### src/rtl/key_evt_pkg.sv
// Shared key-event types: 2-bit key codes and the key count for the event queue.
package key_evt_pkg;

  localparam int NUM_KEYS = 4;

  typedef logic [1:0] key_code_t;

  localparam key_code_t KEY_1 = 2'd0;
  localparam key_code_t KEY_2 = 2'd1;
  localparam key_code_t KEY_3 = 2'd2;
  localparam key_code_t KEY_4 = 2'd3;

endpackage

### src/rtl/key_evt_fifo.sv
// Synchronous DEPTH x 2-bit event FIFO with wrap-bit pointers.
// Provides full/empty/level; the head entry is presented combinationally from storage.
module key_evt_fifo
  import key_evt_pkg::*;
#(
  parameter int DEPTH = 4
) (
  input  logic                      clk,
  input  logic                      rst,
  input  logic                      push,
  input  key_code_t                 push_key,
  input  logic                      pop,
  output key_code_t                 head_key,
  output logic                      full,
  output logic                      empty,
  output logic [$clog2(DEPTH):0]    level
);

  localparam int AW = $clog2(DEPTH);

  logic [AW:0] wr_ptr;
  logic [AW:0] rd_ptr;
  key_code_t   mem [DEPTH];
  logic        do_push;
  logic        do_pop;

  // Pointers carry one extra wrap bit: equal -> empty, only the wrap bit differs -> full.
  assign full    = (wr_ptr[AW] != rd_ptr[AW]) && (wr_ptr[AW-1:0] == rd_ptr[AW-1:0]);
  assign empty   = (wr_ptr == rd_ptr);
  assign level   = wr_ptr - rd_ptr;
  assign do_push = push && !full;
  assign do_pop  = pop && !empty;

  assign head_key = empty ? KEY_1 : mem[rd_ptr[AW-1:0]];

  always_ff @(posedge clk or posedge rst) begin
    if (rst) begin
      wr_ptr <= '0;
      rd_ptr <= '0;
    end else begin
      if (do_push) wr_ptr <= wr_ptr + 1'b1;
      if (do_pop)  rd_ptr <= rd_ptr + 1'b1;
    end
  end

  always_ff @(posedge clk) begin
    if (do_push) mem[wr_ptr[AW-1:0]] <= push_key;
  end

endmodule

### src/rtl/key_event_queue.sv
// Turns active-low one-cycle key pulses into an ordered valid/ready stream of key codes.
// Optional saturating drop counter enabled by defining KEY_EVT_DROP_CNT_EN.
module key_event_queue
  import key_evt_pkg::*;
#(
  parameter int DEPTH = 4,
  parameter int CNT_W = 8
) (
  input  logic                     i_clk,
  input  logic                     i_rst,
  input  logic [4:1]               i_key_val,
  output logic                     o_evt_valid,
  output key_code_t                o_evt_key,
  input  logic                     i_evt_ready,
  output logic [$clog2(DEPTH):0]   o_evt_level,
  output logic                     o_drop,
  output logic [CNT_W-1:0]         o_drop_cnt
);

  logic [NUM_KEYS:1] press;
  logic [NUM_KEYS:1] pending;
  logic [NUM_KEYS:1] drain;
  key_code_t         sel_code;
  logic              fifo_full;
  logic              fifo_empty;
  logic              push;
  logic              pop;
  logic              lossy;

  assign press = ~i_key_val;

  // Descending scan so the lowest set pending bit wins; nothing drains while the FIFO is full.
  always_comb begin
    drain    = '0;
    sel_code = KEY_1;
    if (!fifo_full) begin
      for (int k = NUM_KEYS; k >= 1; k--) begin
        if (pending[k]) begin
          drain    = '0;
          drain[k] = 1'b1;
          sel_code = key_code_t'(k - 1);
        end
      end
    end
  end

  assign push  = |drain;
  assign pop   = o_evt_valid && i_evt_ready;
  assign lossy = |(press & pending & ~drain);

  always_ff @(posedge i_clk or posedge i_rst) begin
    if (i_rst) begin
      pending <= '0;
      o_drop  <= 1'b0;
    end else begin
      pending <= (pending & ~drain) | press;
      if (lossy) o_drop <= 1'b1;
    end
  end

`ifdef KEY_EVT_DROP_CNT_EN
  logic [CNT_W-1:0] drop_cnt;

  function automatic logic [CNT_W-1:0] sat_inc(input logic [CNT_W-1:0] val);
    return (&val) ? val : val + 1'b1;
  endfunction

  always_ff @(posedge i_clk or posedge i_rst) begin
    if (i_rst) drop_cnt <= '0;
    else if (lossy) drop_cnt <= sat_inc(drop_cnt);
  end

  assign o_drop_cnt = drop_cnt;
`else
  assign o_drop_cnt = '0;
`endif

  key_evt_fifo #(
    .DEPTH (DEPTH)
  ) u_fifo (
    .clk      (i_clk),
    .rst      (i_rst),
    .push     (push),
    .push_key (sel_code),
    .pop      (pop),
    .head_key (o_evt_key),
    .full     (fifo_full),
    .empty    (fifo_empty),
    .level    (o_evt_level)
  );

  assign o_evt_valid = !fifo_empty;

endmodule
### config.mk
export PLATFORM = sky130hd
export DESIGN_NAME = key_event_queue
export DESIGN_NICKNAME = d
export VERILOG_FILES = /design/src/rtl/key_evt_pkg.sv /design/src/rtl/key_evt_fifo.sv /design/src/rtl/key_event_queue.sv
export SDC_FILE = /design/constraint.sdc
export NUM_CORES = 1
export LEC_CHECK = 0
export BUFFER_PORTS_ARGS = -buffer_cell sky130_fd_sc_hd__buf_2
export CORE_UTILIZATION = 48
export DETAILED_ROUTE_END_ITERATION = 8
export GPL_TIMING_DRIVEN = 0
export PLACE_DENSITY = 0.71
export SLEW_MARGIN = 20
export SYNTH_ARGS = -nofsm -noshare
export SYNTH_HDL_FRONTEND = slang
export SYNTH_SLANG_ARGS = --single-unit
### constraint.sdc
create_clock -name i_clk -period 1.55 [get_ports i_clk]
set_input_delay 0.31 -clock i_clk [delete_from_list [all_inputs] [get_ports i_clk]]
set_output_delay 0.31 -clock i_clk [all_outputs]
set_load 0.02 [all_outputs]
==> flow_summary.toml, run 1 <==
[status]
status = "finished with violations"
violations = "negative hold slack, negative setup slack"

[final_layout]
layout.nets = 144
drive_gt1_share_pct = 50.8
syn2layout_area_growth_pct = 38.5
final_cells = 155
final_cell_mix = "buf_4 (16), buf_6 (9)"
final_core_util_pct = 73.5
n_antenna_cell = 0
mostFrequentLayoutCell = "buf_4"
num-fill-cells = 124

[critical_path]
cp-start-kind = "flop"
worstPathArrival_ns = 1.59
max_stage_delay_ns = 0.52
path_depth = 4
critPathLaunch = "u_fifo.rd_ptr[0]"
criticalPathCategory = "reg2out"
critPathBufInv = 2
slowest_stage = "fa_2"
rrSetupSlack_ns = -0.11
crit_chain = "ha_4 -> fa_2 -> inv_2 -> buf_6"
critPathTopFamily = "adder cells"
timing.rr.start = "u_fifo.wr_ptr[1]"
cp-endpoint = "o_evt_level[1]"
rr_endpoint = "u_fifo.mem[3][0]"
crit_required_ns = 1.24
cp_max_fo = 3
worstRegToRegCells = 6
cp-end-kind = "primary output"

[routing]
drtAntennaViolNets = 0
met2_length_um = 996
drt_iter0_drc = 36
wl_per_cell_um = 13.3
drtPass1Iterations = 4
top_layer = "met4"
met3_length_um = 95
wl_um = 2060
post-route-drc-count = 0
vias = 753
routed_via_density = 4.86
wl_met1_um = 928

[clock_network]
clkSlewWorstSetupHoldPaths_ns = 0.11
clk_path_buf_depth = 2
hold_buffers = 0
cts_root_buf = "clkbuf_4"
clock_latency_ns = 0.30
cts-htree-levels = 1
cts_sinks = 19
numCtsBuffers = 3
cts_tree = "yes"

[die]
core_sq_um = 2020
initial_core_util_pct = 53.0
die_x_um = 49.3
num_io_pins = 22
die_area_sq_um = 2430
num_rows = 16
die_h_um = 49.3

[synthesis]
netlist_instances = 92
syn-cell-area_sq_um = 1070
synth_edf_count = 8
synth.distinct_cells = 32
async_flop_share_pct = 57.9
synth.avg_cell_area_sq_um = 11.7
ys.flop_type = "dfrtp_1"
yosysWarnings = 0
yosysSeqAreaShare_pct = 48.1
ys_ff_latch = 19

[min_path]
min_path_type = "in2async"

[job]
max-cap-violations = 0

[placement]
gp_congestion = 0.813
place_ws_ns = -0.200
placed_cells = 139
io_buffer_count = 13
place_hpwl_um = 1350

[global_route]
grt_pass1_vias = 688
grt_max_degree = 12
grt_pass1_wl_um = 3260
grt-ovfl-total = 0
grt_antenna_before_repair = 0
grt.total_usage_pct = 18.9

[timing]
finalHoldWorstSlack_ns = -0.0144
grt_setup_unrepaired = "yes"
fmax_ghz = 0.527
setup-violations-final = 20
finalCritPeriodShare_pct = 122
final_max_slew_viol_count = 0
hold_viol = 11
skew_ns = 0.00206
layout_min_cycle_time_ns = 1.90
fin_ws_ns = -0.346
## stage by stage
stage	setup TNS, ns	cell area, sq um	hold WS [ns]
2_1_floorplan	-0.191	1140	0.162
3_3_place_gp	-2.83	1240	0.327
3_5_place_dp	-3.03	1240	0.332
4_1_cts	-1.51	1410	0.000959
5_1_grt	-3.39	1490	0.0126
6_report	-2.28	1490	-0.0144
## Yosys cell counts (all sizes together) (2+ instances only)
cell / instances / share of area (%)
a21oi: 2 / 0.93
nand2: 8 / 3.0
o21ai: 2 / 0.93
buf: 8 / 5.6
xnor2: 5 / 4.8
edfxtp: 8 / 22
and2: 6 / 4.0
inv: 10 / 3.5
nand3: 2 / 0.93
mux4: 2 / 4.2
clkbuf: 2 / 0.70
nor2: 6 / 2.3
ha: 7 / 8.2
dfrtp: 11 / 26
## how the worst min path moves through the flow
stage / end / slack (ns) / depth (start not counted)
5_1_grt: u_fifo.rd_ptr[2] / 0.01 / 2
6_report: pending[2] / -0.01 / 2
2_1_floorplan: o_drop / 0.16 / 1
3_3_place_gp: u_fifo.rd_ptr[2] / 0.33 / 2
3_5_place_dp: u_fifo.wr_ptr[2] / 0.33 / 2
4_1_cts: pending[2] / 0.001 / 2
## timing repair
item / 4_1_cts / 5_1_grt
resized for setup: 24 / 9
endpoints found under the setup margin: 26 / 21
setup buffers: 8 / 4
pin swaps: 6 / 6
## routing by layer
layer / GRT usage, % / vias up
li1: - / 366
met1: 21.9 / 346
met2: 32.4 / 35
met3: 3.12 / 6
met4: 11.3 / 0
met5: 0 / -
## area by class of cell
class	count	area [sq um]	share of cell area [%]
inverters	10	37.5	2.53
multi-input cells	60	599	40.4
clock buffers	4	26.3	1.77
flip-flops and latches	19	519	35.0
repair buffers	25	201	13.6
plain buffers	10	67.6	4.55
well taps	27	33.8	2.27
## flip-flops by register name (all words and copies together), names as in the netlist
name,count
u_fifo.mem,8
pending,4
u_fifo.rd_ptr,3
u_fifo.wr_ptr,3
o_drop,1
## worst reg2reg max path, cell delays in order, from the launching register on
cell,delay (ns)
dfrtp_1,0.41
buf_6,0.13
ha_4,0.25
buf_6,0.12
nand2_4,0.07
a2bb2oi_4,0.20
and2_4,0.20
## kinds of logic after synthesis
group | share of synthesized area [%]
simple gates | 11.9
mux | 5.60
compound gates | 8.64
xor+xnor | 5.60
other cells | 0.350
fa+ha+maj | 10.0
flops | 48.1
buf+inv | 9.80
Power of run 1 is left out: the tool's default activity adds up to more than one toggle a clock period on the data nets, which glitch-free logic cannot reach.
==> run 2, diff against run 1 <==
--- a/config.mk
+++ b/config.mk
@@ -5,12 +5,14 @@
 export SDC_FILE = /design/constraint.sdc
 export NUM_CORES = 1
 export LEC_CHECK = 0
+export ABC_AREA = 1
 export BUFFER_PORTS_ARGS = -buffer_cell sky130_fd_sc_hd__buf_2
-export CORE_UTILIZATION = 48
+export CORE_UTILIZATION = 49
 export DETAILED_ROUTE_END_ITERATION = 8
 export GPL_TIMING_DRIVEN = 0
-export PLACE_DENSITY = 0.71
+export PLACE_DENSITY = 0.72
 export SLEW_MARGIN = 20
 export SYNTH_ARGS = -nofsm -noshare
 export SYNTH_HDL_FRONTEND = slang
+export SYNTH_HIERARCHICAL = 1
 export SYNTH_SLANG_ARGS = --single-unit
==> run 2 against run 1 <==
  * The flow finishes with violations (negative setup slack)
  * Synthesized cell count up 51%
  * Fmax up 0.25%
  * Core utilization up 3.2 points
  * Wire length up 22%
  * Worst setup slack better by 0.0047 ns
  * Sequential cell count unchanged
  * Highest routed layer unchanged
==> flow_summary.toml, run 2 <==
[clock_network]
cts-htree-levels = 1
clock_latency_ns = 0.29
clk_path_buf_depth = 2
cts_sinks = 19
cts_tree = "yes"
clkSlewWorstSetupHoldPaths_ns = 0.10
cts_root_buf = "clkbuf_4"
numCtsBuffers = 3

[timing]
skew_ns = 0.00870
grt_setup_unrepaired = "yes"
setup-violations-final = 28
fin_ws_ns = -0.342
finalCritPeriodShare_pct = 122
final_max_slew_viol_count = 0
fmax_ghz = 0.529
hold_viol = 0
layout_min_cycle_time_ns = 1.89

[routing]
vias = 994
drt_iter0_drc = 8
wl_per_cell_um = 11.9
wl_um = 2520
post-route-drc-count = 0
routed_via_density = 4.69
drtPass1Iterations = 4
drtAntennaViolNets = 0

[global_route]
grt.total_usage_pct = 22.1
grt_pass1_vias = 924
grt_pass1_wl_um = 4130
grt_antenna_before_repair = 0
grt_max_degree = 11
grt-ovfl-total = 0

[min_path]
min_path_type = "in2reg"

[status]
status = "finished with violations"
violations = "negative setup slack"

[synthesis]
synth_common_cells = "nand2_1 (37), inv_1 (23), dfrtp_1 (11)"
ys.flop_type = "dfrtp_1"
synth.top_cell.area_share_pct = 23.3
synth.avg_cell_area_sq_um = 8.51
ys_ff_latch = 19
yosys-top-cells-area = "dfrtp_1 (23%), edfxtp_1 (20%), nand2_1 (12%), ha_1 (7.4%), inv_1 (7.3%)"
synth_edf_count = 8
yosysWarnings = 6
synth.most_common_cell = "nand2_1"
async_flop_share_pct = 57.9
yosysSeqAreaShare_pct = 43.6
synth.distinct_cells = 24
syn-cell-area_sq_um = 1180
yosys.area.top_type = "dfrtp_1"
netlist_instances = 139

[die]
num_rows = 17
core_sq_um = 2230
initial_core_util_pct = 52.9
die_area_sq_um = 2610
num_io_pins = 22
die_x_um = 51.1
die_h_um = 51.1

[final_layout]
largest_reg_flops = 8
final_core_util_pct = 76.7
drive_gt1_share_pct = 50.5
ff_latch_area_sq_um = 519
final_cells = 212
num-fill-cells = 162
mostFrequentLayoutCell = "nand2_1"
final_cell_mix = "nand2_1 (30), buf_4 (22), inv_1 (13), buf_6 (12), inv_2 (10)"
layout.nets = 200
n_antenna_cell = 0
multi_input_area_sq_um = 676
syn2layout_area_growth_pct = 44.9

[critical_path]
slowest_stage = "fa_2"
crit_required_ns = 1.24
criticalPathCategory = "reg2out"
worstPathArrival_ns = 1.58
cp_max_fo = 2
cp-end-kind = "primary output"
rrSetupSlack_ns = -0.31
max_stage_delay_ns = 0.52
crit_chain = "ha_4 -> fa_2 -> inv_2 -> buf_6"
cp-start-kind = "flop"

[job]
max-cap-violations = 0

[placement]
gp_congestion = 0.879
place_hpwl_um = 1580
placed_cells = 187
io_buffer_count = 13
-- run 2: worst max-delay path, delay by kind of cell, from the launching register on --
family | cells | cell delay, ns
fa+ha+maj | 2 | 0.69
flops | 1 | 0.45
buf+inv | 2 | 0.16
-- run 2: metrics by stage --
stage / area (sq um) / worst slack (ns) / TNS [ns] / hold WS, ns
2_1_floorplan: 1280 / -0.335 / -2.85 / 0.0885
3_3_place_gp: 1380 / -0.515 / -6.92 / 0.224
3_5_place_dp: 1380 / -0.544 / -7.87 / 0.231
4_1_cts: 1590 / -0.379 / -4.89 / 0.168
5_1_grt: 1710 / -0.397 / -8.48 / 0.181
6_report: 1710 / -0.342 / -6.66 / 0.186
-- run 2: what timing repair did --
| action | CTS | global route |
|---|---|---|
| setup endpoints to repair | 32 | 31 |
| gates resized for setup | 29 | 18 |
| endpoints found under the hold margin | 11 | 0 |
| pin swaps | 8 | 11 |
| hold buffers | 1 | 0 |
| buffers inserted | 12 | 9 |
-- run 2: final timing paths --
path | startpoint | endpoint | cells past startpoint
min in group asynchronous | i_rst | o_drop | 3
max in group asynchronous | i_rst | u_fifo/rd_ptr[1] | 3
setup / recovery | u_fifo/rd_ptr[0] | o_evt_level[1] | 4
hold reg to reg | o_drop | o_drop | 3
hold / removal | i_key_val[4] | pending[4] | 2
setup reg to reg | u_fifo/wr_ptr[0] | u_fifo/mem[3][0] | 13
-- run 2: cells by family after synthesis --
group / share of synthesized area (%)
AO/OA/AOI/OAI: 3.39
AND/OR/NAND/NOR: 28.5
flip-flops: 43.6
buffers and inverters: 13.7
other: 0.317
adder cells (fa/ha/maj): 9.10
XOR/XNOR: 1.48
-- run 2: layer usage --
layer	share of wire, %	track usage, %	up-vias
met5	0	0	-
met4	0.83	8.33	0
met3	2.7	2.68	2
met2	53	37.9	20
met1	44	28.2	471
li1	-	-	501
-- run 2: layout make-up --
| cell class | instances | share of cell area (%) |
|---|---|---|
| Multi-Input combinational cell | 92 | 39.4 |
| Sequential cell | 19 | 30.3 |
| Timing Repair Buffer | 34 | 16.7 |
| Inverter | 27 | 6.50 |
| Buffer | 8 | 3.51 |
| Tap cell | 28 | 2.05 |
| Clock buffer | 4 | 1.53 |
Power of run 2 is left out for the same reason.
